### src/rtl/pc_fetch_unit_pkg.sv
// Shared definitions for the instruction-fetch front end.
// The reset PC lives here so exception/boot logic can reuse the same value.
package pc_fetch_unit_pkg;

    // Word address loaded on reset (byte address 0x0000_3000)
    localparam logic [29:0] PC_RESET_DEFAULT = 30'h0000_0C00;

    // Fetch sequencer states, 2-bit encoding
    typedef enum logic [1:0] {
        ST_FETCH    = 2'd0,
        ST_HOLD     = 2'd1,
        ST_WAIT_NPC = 2'd2
    } fetch_state_t;

endpackage

### src/rtl/pc_fetch_unit_if.sv
// Fetch-unit bus: instruction-memory request/ack, IR handoff to decode,
// next-PC feedback and the handoff counter.
interface pc_fetch_unit_if;
    logic [31:2] im_addr;
    logic        im_req;
    logic        im_ack;
    logic [31:0] im_rdata;
    logic [31:0] ir;
    logic [31:2] ir_pc;
    logic        ir_valid;
    logic        ir_ready;
    logic [31:2] npc;
    logic        npc_valid;
    logic [31:0] fetch_cnt;

    // Fetch unit side
    modport master (
        output im_addr, im_req, ir, ir_pc, ir_valid, fetch_cnt,
        input  im_ack, im_rdata, ir_ready, npc, npc_valid
    );

    // Memory / decode / next-PC side
    modport slave (
        input  im_addr, im_req, ir, ir_pc, ir_valid, fetch_cnt,
        output im_ack, im_rdata, ir_ready, npc, npc_valid
    );
endinterface

### src/rtl/pc_fetch_unit.sv
// Instruction-fetch front end: owns the PC, requests a word from instruction
// memory, latches it into IR and hands it to decode, then waits for the
// next-PC unit before fetching again. Every output comes straight from a
// register, so no input reaches an output combinationally.
module pc_fetch_unit
    import pc_fetch_unit_pkg::*;
#(
    parameter logic [29:0] RESET_PC = PC_RESET_DEFAULT
) (
    input  logic           clk,
    input  logic           rst,
    pc_fetch_unit_if.master bus
);

    fetch_state_t r_state;
    logic [29:0]  r_pc;
    logic         r_im_req;
    logic [31:0]  r_ir;
    logic [29:0]  r_ir_pc;
    logic         r_ir_valid;
    logic [31:0]  r_fetch_cnt;

    // im_req is a register rather than a decode of state so that it stays low
    // for the whole time rst is held, without a path from rst to the output.
    // An ack is honored only while that register is high.

    // Fetch sequencer: PC, request, IR capture, handoff and counter
    always_ff @(posedge clk) begin
        if (rst) begin
            r_state     <= ST_FETCH;
            r_pc        <= RESET_PC;
            r_im_req    <= 1'b0;
            r_ir        <= '0;
            r_ir_pc     <= '0;
            r_ir_valid  <= 1'b0;
            r_fetch_cnt <= '0;
        end else begin
            case (r_state)
                ST_FETCH: begin
                    if (r_im_req && bus.im_ack) begin
                        r_ir       <= bus.im_rdata;
                        r_ir_pc    <= r_pc;
                        r_ir_valid <= 1'b1;
                        r_im_req   <= 1'b0;
                        r_state    <= ST_HOLD;
                    end else begin
                        r_im_req <= 1'b1;
                    end
                end
                ST_HOLD: begin
                    if (bus.ir_ready) begin
                        r_ir_valid  <= 1'b0;
                        r_fetch_cnt <= r_fetch_cnt + 32'd1;
                        if (bus.npc_valid) begin
                            r_pc     <= bus.npc;
                            r_im_req <= 1'b1;
                            r_state  <= ST_FETCH;
                        end else begin
                            r_state <= ST_WAIT_NPC;
                        end
                    end
                end
                ST_WAIT_NPC: begin
                    if (bus.npc_valid) begin
                        r_pc     <= bus.npc;
                        r_im_req <= 1'b1;
                        r_state  <= ST_FETCH;
                    end
                end
                default: begin
                    r_state    <= ST_FETCH;
                    r_im_req   <= 1'b0;
                    r_ir_valid <= 1'b0;
                end
            endcase
        end
    end

    assign bus.im_addr   = r_pc;
    assign bus.im_req    = r_im_req;
    assign bus.ir        = r_ir;
    assign bus.ir_pc     = r_ir_pc;
    assign bus.ir_valid  = r_ir_valid;
    assign bus.fetch_cnt = r_fetch_cnt;

endmodule

### src/flat_wrapper.sv
// flat-port wrapper written by rule: the top's interface ports become plain ports
module pc_fetch_unit_flat import pc_fetch_unit_pkg::*;
#(
    parameter logic [29:0] RESET_PC = PC_RESET_DEFAULT
)
  (clk, rst, bus_im_addr, bus_im_req, bus_ir, bus_ir_pc, bus_ir_valid, bus_fetch_cnt, bus_im_ack, bus_im_rdata, bus_ir_ready, bus_npc, bus_npc_valid);
  pc_fetch_unit_if bus_i ();
  input  logic clk;
  input  logic rst;
  output wire logic [$bits(bus_i.im_addr)-1:0] bus_im_addr;
  output wire logic [$bits(bus_i.im_req)-1:0] bus_im_req;
  output wire logic [$bits(bus_i.ir)-1:0] bus_ir;
  output wire logic [$bits(bus_i.ir_pc)-1:0] bus_ir_pc;
  output wire logic [$bits(bus_i.ir_valid)-1:0] bus_ir_valid;
  output wire logic [$bits(bus_i.fetch_cnt)-1:0] bus_fetch_cnt;
  input wire logic [$bits(bus_i.im_ack)-1:0] bus_im_ack;
  input wire logic [$bits(bus_i.im_rdata)-1:0] bus_im_rdata;
  input wire logic [$bits(bus_i.ir_ready)-1:0] bus_ir_ready;
  input wire logic [$bits(bus_i.npc)-1:0] bus_npc;
  input wire logic [$bits(bus_i.npc_valid)-1:0] bus_npc_valid;
  assign bus_im_addr = bus_i.im_addr;
  assign bus_im_req = bus_i.im_req;
  assign bus_ir = bus_i.ir;
  assign bus_ir_pc = bus_i.ir_pc;
  assign bus_ir_valid = bus_i.ir_valid;
  assign bus_fetch_cnt = bus_i.fetch_cnt;
  assign bus_i.im_ack = bus_im_ack;
  assign bus_i.im_rdata = bus_im_rdata;
  assign bus_i.ir_ready = bus_ir_ready;
  assign bus_i.npc = bus_npc;
  assign bus_i.npc_valid = bus_npc_valid;
  pc_fetch_unit #(.RESET_PC(RESET_PC)) u_core (.clk(clk), .rst(rst), .bus(bus_i));
endmodule
### config.mk
export PLATFORM = sky130hd
export DESIGN_NAME = pc_fetch_unit_flat
export DESIGN_NICKNAME = d
export VERILOG_FILES = /design/src/rtl/pc_fetch_unit_pkg.sv /design/src/rtl/pc_fetch_unit_if.sv /design/src/rtl/pc_fetch_unit.sv /design/src/flat_wrapper.sv
export SDC_FILE = /design/constraint.sdc
export NUM_CORES = 1
export LEC_CHECK = 0
export ABC_CLOCK_PERIOD_IN_PS = 1800
export BUFFER_PORTS_ARGS = -buffer_cell sky130_fd_sc_hd__buf_2
export CORE_ASPECT_RATIO = 0.9
export CORE_UTILIZATION = 36
export DETAILED_ROUTE_END_ITERATION = 7
export GPL_ROUTABILITY_DRIVEN = 0
export HOLD_SLACK_MARGIN = 0.15
export MAX_ROUTING_LAYER = met4
export PLACE_DENSITY_LB_ADDON = 0.25
export SYNTH_ARGS = -nofsm -noshare
export SYNTH_HDL_FRONTEND = slang
export SYNTH_SLANG_ARGS = --single-unit
### constraint.sdc
create_clock -name clk -period 1.8 [get_ports clk]
set_clock_uncertainty 0.05 [all_clocks]
set_input_delay 0.27 -clock clk [delete_from_list [all_inputs] [get_ports clk]]
set_output_delay 0.27 -clock clk [all_outputs]
set_load 0.05 [all_outputs]
## Word level (Yosys, flattened, before mapping)

Index checks and enable logic that the tools add are counted.

- Shift operators: 0
- Magnitude comparators: 0
- Divide/modulo/power cells: 0
- Reduce and logical (&&, ||, !) cells: 8
- Mux-type cells: 15
- Bitwise gates (word level): 1
- Add/subtract/negate cells: 1
- Equality and inequality tests: 5
- $mul: 0

Operators by type and width:

| kind | count |
|---|---|
| 30-bit 2-to-1 mux | 2 |
| 30-bit one-hot mux with 2 select lines | 1 |
| 32-bit by 1-bit adder with 32-bit output (second input constant) | 1 |
| 2-bit 2-to-1 mux | 4 |
| 1-bit one-hot mux with 3 select lines | 2 |
| 2-bit one-hot mux with 3 select lines | 1 |
| 2-bit AND reduction | 3 |
| 3-bit AND reduction | 2 |
| 1-bit 2-to-1 mux | 5 |
| 2-bit inequality test (second input constant) | 2 |
| 2-bit by 1-bit == test with 1-bit output (second input constant) | 1 |
| 2-bit == test (second input constant) | 1 |
| 2-bit zero test | 1 |
| 2-bit by 1-bit inequality test with 1-bit output (second input constant) | 1 |
| 2-bit nonzero test | 1 |
| 1-bit logical AND | 1 |
| 1-bit NOT | 1 |

- Word-level logic and storage cells: 37
- Memories kept: 0
- Memory bits (read-only): 0
- Bits in writable memories: 0
- Flip-flop bits (word level): 128
- Output and inout bits: 126
- Input bits: 67
- Latch bits: 0

## Logic depth before layout (Yosys ltp)

- Depth in word-level cells: 3
- Gate-level depth with buffers: 8

## Least setup slack after synthesis

Ideal clock, no wire load.

- Path type: register to register
- Start point: register u_core.r_fetch_cnt[8], in the netlist u_core.bus.fetch_cnt[8]
- End point: register u_core.r_fetch_cnt[28], in the netlist u_core.bus.fetch_cnt[28]
- Data required time: 1.622 ns
- Data arrival time: 2.081 ns
- Stages on the path, launching flop included: 8
- Buffers on the path: 2
- Setup slack: -0.459 ns
- Cell sequence: dfxtp_1 nand4_2 or4_4 buf_6 buf_8 nor4_2 xnor2_1 nor2_1

- Longest elaborated chain between the ends: 1

RTL lines:

| element | line | source |
|---|---|---|
| from (decl) | pc_fetch_unit.sv:21 | `logic [31:0] r_fetch_cnt;` |
| from (signal assigned) | pc_fetch_unit.sv:53 | `r_fetch_cnt <= r_fetch_cnt + 32'd1;` |
| 32-bit by 1-bit adder with 32-bit output | pc_fetch_unit.sv:53 |  |

No other way between the ends.
A chain may end at the register's enable or synchronous reset.

## Worst setup path after layout

- Start point: register u_core.r_fetch_cnt[7], in the netlist u_core.bus.fetch_cnt[7]
- End point: register u_core.r_fetch_cnt[17], in the netlist u_core.bus.fetch_cnt[17]

Same word-level chain as after synthesis.

==> results.yml <==
run_status:
  status: "finished, violations left"
  violations: "design-rule violations, negative setup slack"
global_route:
  grt_use_total_pct: 20.93
  grt_overflow: 0
  met3_usage_pct: 7.045
  antenna_found_initial: 0
  met1_usage_pct: 21.74
  first_global_vias: 4816
  grt_first_pass_wirelength_mm: 22.74
  use_met2_pct: 35.67
  grt_max_degree: 70
  top_usage_layer: "met2"
synth:
  synthArstFlopShare_pct: 0
  synth_area_leaders: "dfxtp_1 (52%), nand2_1 (15%), a21oi_1 (9.9%), xnor2_1 (3.9%), nor2_1 (3.0%)"
  synth_flop_cell: "dfxtp_1"
  synth_top_area_share_pct: 51.80
  ys_seq_area_share_pct: 51.80
  synthDistinctLibCells: 36
  ys_ff_latch: 128
  synth_area_mm2: 0.004947
  synth.avg_cell_area_um2: 8.150
  syn_inst: 607
  synthesis.nets: 679
  synth_largest_area_cell: "dfxtp_1"
  ys_warn_count: 0
  synth-edff-count: 0
clocking:
  ctsRootBufferMaster: "clkbuf_16"
  cts_tree: "built"
  htree_levels: 4
  clkLatencyLatePin_ns: 0.42
  cts_sinks: 128
  clockBufferDepth: 2
  clk_pin_slew_ns: 0.06
  cts_buffers: 17
pwr:
  power_mw: 8.638
  switching_share_pct: 31.87
  ir_worst_vdd_mv: 0.6667
  p_leak_nw: 3.491
  pwr-share-comb_pct: 24.4
  intPower_mw: 5.885
  powerDensity_mw_per_mm2: 1103
  seqPwrFrac_pct: 36.6
  p_switching_mw: 2.753
  power_frac_clock_pct: 39.0
timing:
  fmax_mhz: 543.7
  slew_viol_final: 0
  finalHoldViolations: 0
  fin_crit_ns: 1.839
  setup_viol: 11
  min_period_over_period_pct: 102.2
  slew_headroom_pct: 79.42
  holdWs_ns: 0.1907
  rsz0062_at_grt: "true"
  tightestPinTransition_ns: 0.3059
  fin_ws_ns: -0.03917
floorplanning:
  die_area_mm2: 0.01422
  initial_core_util_pct: 37.02
  die_w_um: 125.6
  io_pins: 193
  die_h_um: 113.2
  rows: 40
  core_mm2: 0.01336
routing:
  wl_per_cell_um: 14.42
  drt_iter0_drc: 282
  routed_wl_mm: 15.30
  drc_errors: 11
  first_pass_iters: 7
  vias: 5115
  vias_per_cell: 4.821
  ant_nets: 0
setup_path:
  crit_type: "register to register"
  required_ns: 2.06
  r2r_cells: 6
  critical_path.endpoint_type: "register"
  worstPathArrival_ns: 2.10
  worstSetupStartpointType: "register"
  rrSetupSlack_ns: -0.04
  crit_fanout: 7
cells_and_area:
  final_cell_mix: "nand2_1 (196), buf_2 (191), dfxtp_1 (106)"
  final_common_cell: "nand2_1"
  area_growth_pct: 58.27
  fin_nets: 954
  layout-drive-gt1-share_pct: 34.49
  antenna_cells: 0
worst_hold_path:
  holdPathStages: 3
  hp-class: "input port to register"
placed_design:
  dp_hpwl_mm: 9.321
  port_buffers: 192
flow_run:
  maxCapViolations: 0
[per-stage QoR]
step	worst slack, ns	setup TNS [ns]	std cells	cell area (um2)	utilization (%)
3_3_place_gp	-0.03200	-0.1292	962	6394	47.85
3_5_place_dp	-0.1005	-0.4262	962	6394	47.85
4_1_cts	-0.07367	-0.3767	1055	7646	57.22
2_1_floorplan	-0.1043	-1.045	607	5009	-
6_report	-0.03917	-0.2059	1061	7830	58.60
5_1_grt	-0.09536	-1.186	1061	7830	58.60
[final timing paths]
| kind | from | end |
|---|---|---|
| setup reg to reg | u_core.bus.fetch_cnt[7] | u_core.bus.fetch_cnt[17] |
| setup / recovery | u_core.bus.fetch_cnt[7] | u_core.bus.fetch_cnt[17] |
| hold reg to reg | u_core.bus.ir[19] | u_core.bus.ir[19] |
| hold / removal | rst | u_core.bus.fetch_cnt[31] |
[registers in the layout, indices dropped and copies added (netlist names)]
signal	cells
u_core.bus.fetch_cnt	32
u_core.bus.ir	32
u_core.bus.im_addr	30
u_core.bus.ir_pc	30
u_core.r_state	2
u_core.bus.im_req	1
u_core.bus.ir_valid	1
[power groups by stage]
stage / sequential, mW / combinational (mW) / clock, mW
after detailed placement: 3.21 / 1.96 / 0
final: 3.16 / 2.11 / 3.37
after global placement: 3.20 / 1.94 / 0
after CTS: 3.16 / 2.07 / 3.44
after global routing: 3.19 / 2.25 / 3.56
after floorplan: 3.86 / 0.666 / 0
[layer usage]
| metal | vias to the layer above | routed length [um] |
|---|---|---|
| met3 | 23 | 1091 |
| met1 | 2392 | 6543 |
| li1 | 2537 | - |
| met4 | 0 | 297 |
| met2 | 163 | 7367 |
| met5 | - | 0 |
[critical path: stages (launching register included)]
cell     delay, ns
dfxtp_4       0.36
nand4_4       0.11
or4_4         0.68
buf_12        0.19
nor3_4        0.13
xnor2_1       0.15
nor2_1        0.05
[what timing repair did]
action                                  4_1_cts  5_1_grt
hold buffers                                 63        0
gates cloned                                  0        4
endpoints found under the setup margin       10       41
gates resized for setup                       6       17
buffers inserted                              0        2
hold endpoints to repair                     63        0
pin swaps                                     2       16
[layout make-up]
type                       count  area (um2)
timing repair buffer         292        2053
clock inverter                 6       80.08
multi-input combinational    432        2331
sequential                   128        2613
clock buffer                  24       501.7
tap                          168       210.2
fill                        1205        5533
inverter                      11       41.29
[logic make-up (layout without fill, tap and decap cells)]
group / count (synthesis) / in the layout / synth area share (%)
adders and majority gates: 5 / 5 / 1.265
muxes: 1 / 1 / 0.2023
and+or+nand+nor: 291 / 292 / 27.01
xor gates and xnor gates: 26 / 26 / 4.603
buffers and inverters: 48 / 333 / 4.021
DFF: 128 / 128 / 51.80
AOI/OAI and AO/OA: 108 / 108 / 11.10
[synth_stat cells (2+ instances only)]
master	instances
xor2_1	4
nand3b_1	2
ha_1	5
nor4_1	2
o21ai_0	6
dfxtp_1	128
nor3_2	7
nor3_1	4
nand3_1	9
nor4_2	9
clkbuf_1	35
nand4_1	4
a21oi_1	98
and3_1	2
and4_1	3
or3_1	4
xnor2_1	22
nand2_1	198
nor2_1	39
inv_1	10
Note: power is estimated with default switching activity, not from simulation.
